### config.mk
export PLATFORM = sky130hd
export DESIGN_NAME = fetch_queue_flat
export DESIGN_NICKNAME = d
export VERILOG_FILES = /design/src/rtl/fetch_queue_pkg.sv /design/src/rtl/fetch_queue_if.sv /design/src/rtl/fetch_queue_fifo.sv /design/src/rtl/fetch_queue.sv /design/src/flat_wrapper.sv
export SDC_FILE = /design/constraint.sdc
export NUM_CORES = 1
export LEC_CHECK = 0
export ABC_AREA = 1
export CAP_MARGIN = 30
export CORE_MARGIN = 10
export CORE_UTILIZATION = 40
export CTS_BUF_LIST = sky130_fd_sc_hd__clkbuf_4
export CTS_CLUSTER_SIZE = 8
export DETAILED_ROUTE_END_ITERATION = 16
export PLACE_DENSITY = 0.64
export SLEW_MARGIN = 20
export SYNTH_ARGS = -nofsm -noshare
export SYNTH_HDL_FRONTEND = slang
export SYNTH_SLANG_ARGS = --single-unit
### constraint.sdc
create_clock -name clock -period 6.89 [get_ports clock]
set_input_delay 1.378 -clock clock [delete_from_list [all_inputs] [get_ports clock]]
set_output_delay 1.378 -clock clock [all_outputs]
set_load 0.01 [all_outputs]
### src/rtl/fetch_queue_pkg.sv
`default_nettype none
// ----------------------------------------------------------------------------
// fetch_queue_pkg : shared types for the prefetching fetch stage
// Rev 1.0
// ----------------------------------------------------------------------------
package fetch_queue_pkg;

   typedef logic [31:0] regval_t;

   // Canonical no-op (addi x0, x0, 0) presented to decode when nothing is ready
   localparam regval_t Nop = 32'h0000_0013;

   typedef struct packed {
      regval_t instruction;
      regval_t pc;
   } fetch_entry_t;

   typedef enum logic [0:0] {
      IsActive   = 1'b0,
      IsFlushing = 1'b1
   } fetch_state_e;

   function automatic regval_t pc_step(input regval_t p);
      return p + 32'd4;
   endfunction

endpackage
`default_nettype wire

### src/rtl/fetch_queue_if.sv
`default_nettype none
// ----------------------------------------------------------------------------
// i_fetch_to_decode : fetch -> decode link (instruction/pc out, hold/redirect in)
// Rev 1.0
// ----------------------------------------------------------------------------
interface i_fetch_to_decode;
   import fetch_queue_pkg::*;

   regval_t instruction;
   regval_t pc;
   logic    hold;
   logic    is_pc_changing;

   modport fetch_out (
      output instruction,
      output pc,
      input  hold,
      input  is_pc_changing
   );

   modport decode (
      input  instruction,
      input  pc,
      output hold,
      output is_pc_changing
   );

endinterface
`default_nettype wire

### src/rtl/fetch_queue_fifo.sv
`default_nettype none
// ----------------------------------------------------------------------------
// fetch_queue_fifo : DEPTH-entry circular buffer of fetch entries with clear
// Rev 1.0
// ----------------------------------------------------------------------------
module fetch_queue_fifo
   import fetch_queue_pkg::*;
#(
   parameter int unsigned DEPTH = 4
) (
   input  wire logic                       clock,
   input  wire logic                       reset_n,
   input  wire logic                       push,
   input  wire fetch_entry_t               push_data,
   input  wire logic                       pop,
   input  wire logic                       clear,
   output logic [$clog2(DEPTH+1)-1:0]      count,
   output fetch_entry_t                    head
);

   localparam int unsigned CNT_W = $clog2(DEPTH + 1);
   localparam int unsigned PTR_W = $clog2(DEPTH);

   fetch_entry_t       mem_q [DEPTH];
   fetch_entry_t       mem_d [DEPTH];
   logic [PTR_W-1:0]   wr_ptr_q, wr_ptr_d;
   logic [PTR_W-1:0]   rd_ptr_q, rd_ptr_d;
   logic [CNT_W-1:0]   count_q, count_d;
   logic               do_push;
   logic               do_pop;

   // Pointers wrap explicitly so DEPTH need not be a power of two
   function automatic logic [PTR_W-1:0] ptr_inc(input logic [PTR_W-1:0] p);
      return (p == PTR_W'(DEPTH - 1)) ? '0 : p + PTR_W'(1);
   endfunction

   always_comb begin
      do_pop   = pop && (count_q != '0);
      do_push  = push && ((count_q != CNT_W'(DEPTH)) || do_pop);
      mem_d    = mem_q;
      wr_ptr_d = wr_ptr_q;
      rd_ptr_d = rd_ptr_q;
      count_d  = count_q;
      if (clear) begin
         wr_ptr_d = '0;
         rd_ptr_d = '0;
         count_d  = '0;
      end else begin
         if (do_push) begin
            mem_d[wr_ptr_q] = push_data;
            wr_ptr_d        = ptr_inc(wr_ptr_q);
         end
         if (do_pop) begin
            rd_ptr_d = ptr_inc(rd_ptr_q);
         end
         case ({do_push, do_pop})
            2'b10:   count_d = count_q + CNT_W'(1);
            2'b01:   count_d = count_q - CNT_W'(1);
            default: count_d = count_q;
         endcase
      end
   end

   always_ff @(posedge clock) begin
      mem_q <= mem_d;
      if (!reset_n) begin
         wr_ptr_q <= '0;
         rd_ptr_q <= '0;
         count_q  <= '0;
      end else begin
         wr_ptr_q <= wr_ptr_d;
         rd_ptr_q <= rd_ptr_d;
         count_q  <= count_d;
      end
   end

   assign count = count_q;
   assign head  = mem_q[rd_ptr_q];

endmodule
`default_nettype wire

### src/rtl/fetch_queue.sv
`default_nettype none
// ----------------------------------------------------------------------------
// fetch_queue : prefetching fetch stage, DEPTH-entry queue, flush on PC change
// Rev 1.0
// ----------------------------------------------------------------------------
module fetch_queue
   import fetch_queue_pkg::*;
#(
   parameter int unsigned DEPTH           = 4,
   parameter int unsigned MAX_OUTSTANDING = 2,
   parameter regval_t     RESET_PC        = '0
) (
   input  wire logic           clock,
   input  wire logic           reset_n,
   input  wire logic           has_flushed,
   input  wire logic           data_valid,
   input  wire regval_t        pc,
   input  wire regval_t        data,
   output logic                address_enable,
   output regval_t             address,
   output regval_t             next_pc,
   i_fetch_to_decode.fetch_out outi
);

   localparam int unsigned CNT_W = $clog2(DEPTH + 1);
   localparam int unsigned OUT_W = $clog2(MAX_OUTSTANDING + 1);
   localparam int unsigned SUM_W = ((CNT_W > OUT_W) ? CNT_W : OUT_W) + 1;

   fetch_state_e     state_q, state_d;
   logic [OUT_W-1:0] outstanding_q, outstanding_d;
   logic [OUT_W-1:0] drop_count_q, drop_count_d;
   regval_t          resp_pc_q, resp_pc_d;
   regval_t          instr_q, instr_d;
   regval_t          out_pc_q, out_pc_d;

   logic [CNT_W-1:0] fifo_count;
   fetch_entry_t     fifo_head;
   fetch_entry_t     push_entry;
   logic             fifo_push;
   logic             fifo_pop;
   logic             flush;
   logic             issue;
   logic             retire;
   logic [SUM_W-1:0] credit_sum;

   fetch_queue_fifo #(
      .DEPTH (DEPTH)
   ) u_fifo (
      .clock     (clock),
      .reset_n   (reset_n),
      .push      (fifo_push),
      .push_data (push_entry),
      .pop       (fifo_pop),
      .clear     (flush),
      .count     (fifo_count),
      .head      (fifo_head)
   );

   always_comb begin
      state_d = state_q;
      case (state_q)
         IsActive: begin
            if (outi.is_pc_changing) state_d = IsFlushing;
         end
         IsFlushing: begin
            if (!outi.is_pc_changing && has_flushed && (drop_count_q == '0)) state_d = IsActive;
         end
         default: state_d = IsActive;
      endcase
   end

   // Reads are only issued when queue space is reserved for every response
   always_comb begin
      flush          = outi.is_pc_changing;
      credit_sum     = SUM_W'(fifo_count) + SUM_W'(outstanding_q);
      issue          = (state_d == IsActive)
                    && (outstanding_q < OUT_W'(MAX_OUTSTANDING))
                    && (credit_sum < SUM_W'(DEPTH));
      address_enable = !reset_n || issue;
      address        = reset_n ? pc : RESET_PC;
      if (!reset_n)   next_pc = RESET_PC;
      else if (issue) next_pc = pc_step(pc);
      else            next_pc = pc;
   end

   always_comb begin
      retire        = data_valid && (outstanding_q != '0);
      fifo_push     = data_valid && (drop_count_q == '0) && !flush;
      push_entry    = '{instruction: data, pc: resp_pc_q};
      outstanding_d = outstanding_q;
      if (issue && !retire)      outstanding_d = outstanding_q + OUT_W'(1);
      else if (!issue && retire) outstanding_d = outstanding_q - OUT_W'(1);

      // A response retiring in the flush cycle is already gone, so it is not dropped later
      drop_count_d = drop_count_q;
      if (flush)                                    drop_count_d = outstanding_q - OUT_W'(retire);
      else if (data_valid && drop_count_q != '0)    drop_count_d = drop_count_q - OUT_W'(1);

      resp_pc_d = resp_pc_q;
      if (state_q == IsFlushing && state_d == IsActive) resp_pc_d = pc;
      else if (fifo_push)                               resp_pc_d = pc_step(resp_pc_q);
   end

   always_comb begin
      fifo_pop = !outi.hold && !flush && (fifo_count != '0);
      instr_d  = instr_q;
      out_pc_d = out_pc_q;
      if (!outi.hold) begin
         if (fifo_pop) begin
            instr_d  = fifo_head.instruction;
            out_pc_d = fifo_head.pc;
         end else begin
            instr_d  = Nop;
         end
      end
   end

   always_ff @(posedge clock) begin
      if (!reset_n) begin
         state_q       <= IsActive;
         outstanding_q <= '0;
         drop_count_q  <= '0;
         resp_pc_q     <= RESET_PC;
         instr_q       <= Nop;
         out_pc_q      <= '0;
      end else begin
         state_q       <= state_d;
         outstanding_q <= outstanding_d;
         drop_count_q  <= drop_count_d;
         resp_pc_q     <= resp_pc_d;
         instr_q       <= instr_d;
         out_pc_q      <= out_pc_d;
      end
   end

   assign outi.instruction = instr_q;
   assign outi.pc          = out_pc_q;

endmodule
`default_nettype wire

### src/flat_wrapper.sv
// flat-port wrapper written by rule: the top's interface ports become plain ports
module fetch_queue_flat import fetch_queue_pkg::*;
#(
   parameter int unsigned DEPTH           = 4,
   parameter int unsigned MAX_OUTSTANDING = 2,
   parameter regval_t     RESET_PC        = '0
)
  (clock, reset_n, has_flushed, data_valid, pc, data, address_enable, address, next_pc, outi_instruction, outi_pc, outi_hold, outi_is_pc_changing);
  i_fetch_to_decode outi_i ();
  input  wire logic clock;
  input  wire logic reset_n;
  input  wire logic has_flushed;
  input  wire logic data_valid;
  input  wire regval_t pc;
  input  wire regval_t data;
  output logic address_enable;
  output regval_t address;
  output regval_t next_pc;
  output wire logic [$bits(outi_i.instruction)-1:0] outi_instruction;
  output wire logic [$bits(outi_i.pc)-1:0] outi_pc;
  input wire logic [$bits(outi_i.hold)-1:0] outi_hold;
  input wire logic [$bits(outi_i.is_pc_changing)-1:0] outi_is_pc_changing;
  assign outi_instruction = outi_i.instruction;
  assign outi_pc = outi_i.pc;
  assign outi_i.hold = outi_hold;
  assign outi_i.is_pc_changing = outi_is_pc_changing;
  fetch_queue #(.DEPTH(DEPTH), .MAX_OUTSTANDING(MAX_OUTSTANDING), .RESET_PC(RESET_PC)) u_core (.clock(clock), .reset_n(reset_n), .has_flushed(has_flushed), .data_valid(data_valid), .pc(pc), .data(data), .address_enable(address_enable), .address(address), .next_pc(next_pc), .outi(outi_i));
endmodule
## Word level (Yosys, flattened, before mapping)

Cells that the tools add are included.

- Multiplexer cells: 22
- Order comparisons: 5
- Bitwise gates (word level): 7
- $mul: 0
- Add/sub/neg operators: 11
- Divide/modulo/power cells: 0
- Shift-type cells: 0
- Reductions and logical operators: 34
- Equal/unequal tests: 5

Operators by type and width:

| kind | count |
|---|---|
| 256-bit bitwise mux | 1 |
| 32-bit 2-to-1 mux | 6 |
| 64-bit 2-to-1 mux | 3 |
| 64-bit binary-select mux with 2-bit select | 1 |
| 64-bit demux with 2-bit select | 1 |
| 32-bit by 3-bit adder with 32-bit output (second input constant) | 2 |
| 1-bit logical AND | 16 |
| 2-bit 2-to-1 mux | 6 |
| 2-bit nonzero test | 6 |
| 2-bit by 1-bit adder with 2-bit output (second input constant) | 3 |
| 2-bit == test (second input constant) | 3 |
| 3-bit greater-or-equal comparator (second input constant) | 2 |
| 2-bit inverter with 3-bit output | 2 |
| 3-bit case mux with 2 select lines | 1 |
| 1-bit logical NOT | 5 |
| 1-bit inverter | 5 |
| 3-bit by 2-bit adder with 4-bit output | 1 |
| 4-bit by 3-bit < comparator with 1-bit output (second input constant) | 1 |
| 2-bit AND reduction | 2 |
| 2-bit by 1-bit subtractor with 2-bit output (second input constant) | 2 |
| 3-bit by 1-bit adder with 3-bit output (second input constant) | 1 |
| 3-bit by 1-bit < comparator with 1-bit output (second input constant) | 1 |
| 3-bit inequality test (second input constant) | 1 |
| 3-bit nonzero test | 1 |
| 9 further kinds | 11 |

- Output and inout port bits: 129
- Memories kept: 0
- Memory bits (read-only): 0
- Input port bits: 70
- Latch bits: 0
- Register bits after elaboration: 364
- Memory bits (writable): 0
- Logic and storage cells: 101

## Logic depth before layout (Yosys ltp)

- Depth after elaboration: 12
- Gate-level depth with buffers: 14
- Depth with buffers taken out: 13

## By module

A second synthesis with hierarchy kept.

- Cells, all modules: 1,695
- Area total of the unflattened synthesis: 16,066.7 um^2

By module, submodules not included:

| module | cells each | instances | seq. area each (um^2) | area each (um^2) |
|---|---|---|---|---|
| fetch_queue_fifo | 690 | 1 | 7,827.5 | 10,024.6 |
| fetch_queue | 1,005 | 1 | 2,021.9 | 6,042.0 |

## Worst setup path before layout

No wires, ideal clock.

- Path kind: input to register
- Start point: in outi_is_pc_changing
- End point: reg u_core.u_fifo.mem_q[0] in the netlist's numbering (enable)
- Required time: 6.404 ns
- Stages: 6
- Buffers on the path: 1
- Path slack: 1.756 ns
- Arrival: 4.648 ns
- Setup time: 0.486 ns
- Cell sequence: nor2_4 nand2_4 inv_2 buf_6 nand2_1 nor2_1

- Word-level cells in the longest chain between the ends: 7
- Elaborated cells between the ends (all ways): 9
- Those cells by class: 1 x bitwise; 8 x reduce/logical

Ends and longest elaborated chain:

| item | line | RTL |
|---|---|---|
| start, declared | flat_wrapper.sv:22 | `input wire logic [$bits(outi_i.is_pc_changing)-1:0] outi_is_pc_changing;` |
| 1-bit logical NOT | fetch_queue.sv:88, fetch_queue.sv:105 |  |
| 1-bit logical AND (2 in series) | fetch_queue.sv:105 | `fifo_pop = !outi.hold && !flush && (fifo_count != '0);` |
| 1-bit logical AND | fetch_queue_fifo.sv:38 | `do_pop = pop && (count_q != '0);` |
| 1-bit logical OR | fetch_queue_fifo.sv:39 | `do_push = push && ((count_q != CNT_W'(DEPTH)) \|\| do_pop);` |
| 1-bit logical AND | fetch_queue_fifo.sv:39 |  |
| 2-bit AND reduction (no source line) * | -- |  |
| end signal, assigned | fetch_queue_fifo.sv:65 | `mem_q <= mem_d;` |
| end, declared | fetch_queue_fifo.sv:24 | `fetch_entry_t mem_q [DEPTH];` |

Mark *: on every way between the ends. The rest lies on a longest branch, timed or not.
A chain may end at the register's enable or synchronous reset.

## Final worst setup path

- Start point: in outi_is_pc_changing
- End point: out next_pc[27]

- Word-level cells in the longest chain between the ends: 10
- Elaborated cells between the ends (all ways): 11
- Those cells by class: 5 x mux; 1 x bitwise; 5 x reduce/logical

Ends and longest elaborated chain:

| item | line | RTL |
|---|---|---|
| 1-bit logical NOT | fetch_queue.sv:66 | `if (!outi.is_pc_changing && has_flushed && (drop_count_q == '0)) state_d = IsActive;` |
| 1-bit logical AND (2 in series) | fetch_queue.sv:66 |  |
| 1-bit 2-to-1 mux | fetch_queue.sv:66 |  |
| 1-bit case mux with 2 select lines * | fetch_queue.sv:61 | `case (state_q)` |
| 1-bit inverter * | fetch_queue.sv:76 | `issue = (state_d == IsActive)` |
| 1-bit logical AND * | fetch_queue.sv:77 | `&& (outstanding_q < OUT_W'(MAX_OUTSTANDING))` |
| 1-bit logical AND * | fetch_queue.sv:78 | `&& (credit_sum < SUM_W'(DEPTH));` |
| 32-bit 2-to-1 mux * | fetch_queue.sv:82 | `else if (issue) next_pc = pc_step(pc);` |
| 32-bit 2-to-1 mux * | fetch_queue.sv:81 | `if (!reset_n) next_pc = RESET_PC;` |
| end, declared | flat_wrapper.sv:18 | `output regval_t next_pc;` |

Marked as above.

==> summary.md <==
The average detailed-routed wire length per instance was 17.3 µm; the half-perimeter wire length after detailed placement was 28000 µm. Entering global routing, the biggest net connects 98 pins. The tightest min-delay check is of the reg -> reg type.

The max capacitance violation total was 0; the top cell type's share of synthesized area was 47.5%. Routability-driven placement finished with a final weighted congestion of 0.863. For met2 alone, demand over resource in global routing was 28.1%. The number of global-route vias before repair is 12600, and the via density per instance is 5.06. The tools report the maximum ir drop on the vdd rail as 0.000106 V. The count of cells along the worst hold path is 2, and the net count of the finished layout is 2012. The total iterations of the first detailed-routing run came out at 7.

Among all flip-flop cells after synthesis, the most frequent one is edfxtp_1. The logs give 4880 µW for the sum of internal, switching and leakage power and 1200 µW for the net switching power. Power spread over the standard cell area amounts to 245 nW/µm². For the worst setup path, the data required time is 5.51 ns.

Counting flops and latches in the post-synthesis netlist gives 364. The final hold violation count was 0; the first-pass GRT wire length was 68300 µm. The synthesized netlist devotes 19.1% of its cell area to simple gates.

The relative max-transition margin is 42.9%. The floorplan has 73 rows. Measured in cells, the most critical reg-to-reg path has a length of 10. Averaged over all synthesized cells, the footprint is 9.49 µm². Clock skew on the completed layout was measured at 0.0445 ns. Of the total synthesized cell area, the portion taken by full adders, half adders and majority gates is 0.974%. Setup repair after global routing left no endpoint under its margin. Yosys attributes the largest share of cell area to edfxtp_1, dfxtp_1, nand2_1. In the layout the commonest cells are nand2_1, nor2_1, edfxtp_1, clkdlybuf4s50_1, o21ai_0.

The biggest fanout along the worst timing path is 19. The worst register-to-register path ends at u_core.u_fifo.mem_q[112]$_DFFE_PP_. For this run, the top clock speed supported by timing is 0.194 GHz. STA classifies the critical path endpoint as an output port. The startpoint identified for the worst register-to-register timing path is u_core.drop_count_q[0]$_SDFFE_PN0P_. In this run, synthesis inferred 256 flip-flops with an integrated enable.

Counting the fill cells in the layout gives 3704. Floorplan die width: 221 µm. Compound-cell area share of the yosys netlist: 12.2%. In this run the most used layer during global routing was met2. The proportion of power drawn by flip-flops and latches is 50.3%, and the initial antenna violation count is 2. The remaining global-route overflow came out at 0. For the share of power burned in the clock network, the log shows 39.1%. The kind of critical path was in -> out.

The H-tree was split into 3 levels. After clock tree synthesis, the flow added hold-fix buffers numbering 0. The tools report the beginning of the worst hold path as u_core.outi.instruction[13]$_SDFFE_PN0N_. Largest family of logic cells by synthesized area: simple AND/OR/NAND/NOR gates.

The final layout contains routed wiring with a total length of 43700 µm. The xor/xnor share of the synthesized area is 0.920%. The run gives 0 as the final-report max-slew violation count.

The worst hold path terminates at u_core.outi.instruction[13]$_SDFFE_PN0N_. Measured against the total synthesized area, the mux share comes to 0%. The die footprint was 48900 µm²; the core outline area was 39900 µm². The DRC violations left is 0, and the height of the die is 221 µm. The number of violations reported at the end of detailed-routing iteration 0 was 824. The number of top-level pins was 199. The worst path in the final design needs a cycle of 5.14 ns, including I/O delays and setup. The worst setup path is launched from a primary input. For this run, global-route usage on met1 was measured as 21.7%.

Post-synthesis cell count: 1706. The footprint of the multi-input gates was 5400 µm². TritonCTS built the clock tree. Leaving out fill and tap cells, the most frequent cell in the layout is nand2_1.

Clock-pin slew was measured on the worst setup and hold paths at 0.06 ns. The cell type with the largest total area after synthesis is edfxtp_1. The worst reg-to-reg setup slack is 3.99 ns. The clock passes through at most 3 buffers. The clock latency on the worst-skew pair is 0.73 ns. The post-synth net total was 1788.

The logs give 0.00733 µW for the leakage power summed over all cells and 10.5% for the part of the total power dissipated in combinational logic. Once detail routing completed, the nets flagged for antenna violations numbered 0. The initial core utilization was 40.6%.

Counting every sink on the clock net gives 364. In this run the tool buffered the top-level ports with 198 buffer cells. After clock tree synthesis, the setup repair step added 0 buffers.

For the setup-violating endpoint count in the final report, the log shows 0. Period utilization: 74.6%. The proportion of layout cells with a drive suffix above 1 was 12.4%. Net switching is 24.6% of the power.

For this run, asynchronously set or reset flops after synthesis account for 0%. The tools report the met3 usage in global routing as 4.79%. Global routing used 17.2% of the available tracks across all layers. In this run, CTS created clock tree buffers numbering 92. The internal power of the cells totals 3680 µW. After synthesis the cells add up to 16200 µm². For the post-synthesis cell type count, the log shows 44.

The transition at the pin with the smallest max-transition slack was 0.857 ns; the arrival time of the worst setup path was 3.76 ns. The tools report the quantity of gates resized following cts as 0. The area growth from synthesis to layout is 23.1%. During synthesis, Yosys emitted a total of 0 warnings. The flow ran to the end, and the final reports show no timing, DRC or antenna violations.

After synthesis, flip-flops and latches occupy 60.8% of the total area. The tree is rooted in a clkbuf_4. In the final layout, flip-flops and latches occupy 9850 µm². The routed layout has 12800 vias. For the final routed database, the setup TNS stands at 0 ns.
-- synthesized netlist by cell type (2+ instances only) --
master      n
clkbuf_1   36
o21ai_2     7
xor2_1     15
inv_2       5
dfxtp_1   108
nor2_4     12
inv_1     126
nand3b_1    4
a22oi_1     4
ha_1       11
o211ai_1    4
o21ai_0   189
o21ai_1     5
nand2_2     6
a21oi_2     7
buf_2      31
nand2_4     7
buf_1       4
buf_4       7
nand3_1    48
buf_6       9
o22ai_1    32
edfxtp_1  256
or2_2       3
xnor2_1     2
a31oi_1    32
nand4_1    10
a21oi_1    79
nand2_1   320
nor3_1      5
nor2_2     11
nand3_2     2
nor2_1    298
-- final cells by class --
type | count | share of cell area (%)
diodes | 2 | 0.0251
clock buffers | 145 | 5.46
clock inverters | 23 | 0.885
inverters | 133 | 2.55
multi-input cells | 1122 | 27.1
flip-flops and latches | 364 | 49.4
well taps | 525 | 3.30
repair buffers | 217 | 11.2
-- worst max-delay path: stages --
cell             delay (ns)
clkdlybuf4s50_1        0.53
nor2_4                 0.22
nand2_4                0.10
nand2_4                0.10
nand2_4                0.18
inv_4                  0.27
nand3_2                0.13
nor2_2                 0.10
nor2_1                 0.04
nor2_1                 0.12
clkdlybuf4s50_1        0.57
-- worst max-delay path by stage --
stage                              from                                to  slack, ns  depth (start not counted)
floorplan           outi_is_pc_changing  u_core.u_fifo.mem_q[0]$_DFFE_PP_       1.76                          6
finish              outi_is_pc_changing                       next_pc[27]       1.75                         11
global placement    outi_is_pc_changing                       next_pc[22]       1.82                         11
CTS                 outi_is_pc_changing                       next_pc[27]       1.76                         11
global route        outi_is_pc_changing                       next_pc[22]       1.59                         11
detailed placement  outi_is_pc_changing                       next_pc[27]       1.77                         11
-- power groups by stage --
stage,clock network [µW],logic [µW],registers [µW]
6_report,1910,513,2450
5_1_grt,2080,569,2460
4_1_cts,1960,518,2450
3_5_place_dp,0,515,2500
3_3_place_gp,0,503,2500
2_1_floorplan,0,291,2500
-- per-layer routing --
| metal | vias up | wire length (µm) |
|---|---|---|
| li1 | 6283 | - |
| met1 | 6027 | 19200 |
| met2 | 439 | 20500 |
| met3 | 51 | 3350 |
| met4 | 0 | 679 |
| met5 | - | 0 |
-- stage by stage --
step                      std cells  worst slack, ns  hold slack [ns]  cell area [µm²]  utilization (%)
after floorplan                1706             1.76            0.442            16200                -
after global routing           2531             1.59            0.485            19900             49.9
after detailed placement       2359             1.77            0.458            18600             46.7
after global placement         2354             1.82            0.450            18500             46.4
final                          2531             1.75            0.464            19900             49.9
after CTS                      2527             1.76            0.467            19900             49.8
-- cells by family (layout without fill, tap and decap cells) --
group                      Yosys count  after routing
adders and majority gates           12             12
and+or+nand+nor                    730            730
AOI/OAI and AO/OA                  363            363
DFF                                364            364
buffers and inverters              220            518
other                                0              2
xor gates and xnor gates            17             17
-- flip-flops by register name (all words and copies together), names as in the netlist --
name                     cells
u_core.u_fifo.count          3
u_core.outstanding_q         2
u_core.u_fifo.rd_ptr_q       2
u_core.drop_count_q          2
u_core.u_fifo.mem_q        256
u_core.outi.pc              32
u_core.outi.instruction     32
u_core.state_q               1
u_core.resp_pc_q            32
u_core.u_fifo.wr_ptr_q       2
(Power assumes the default switching activity.)
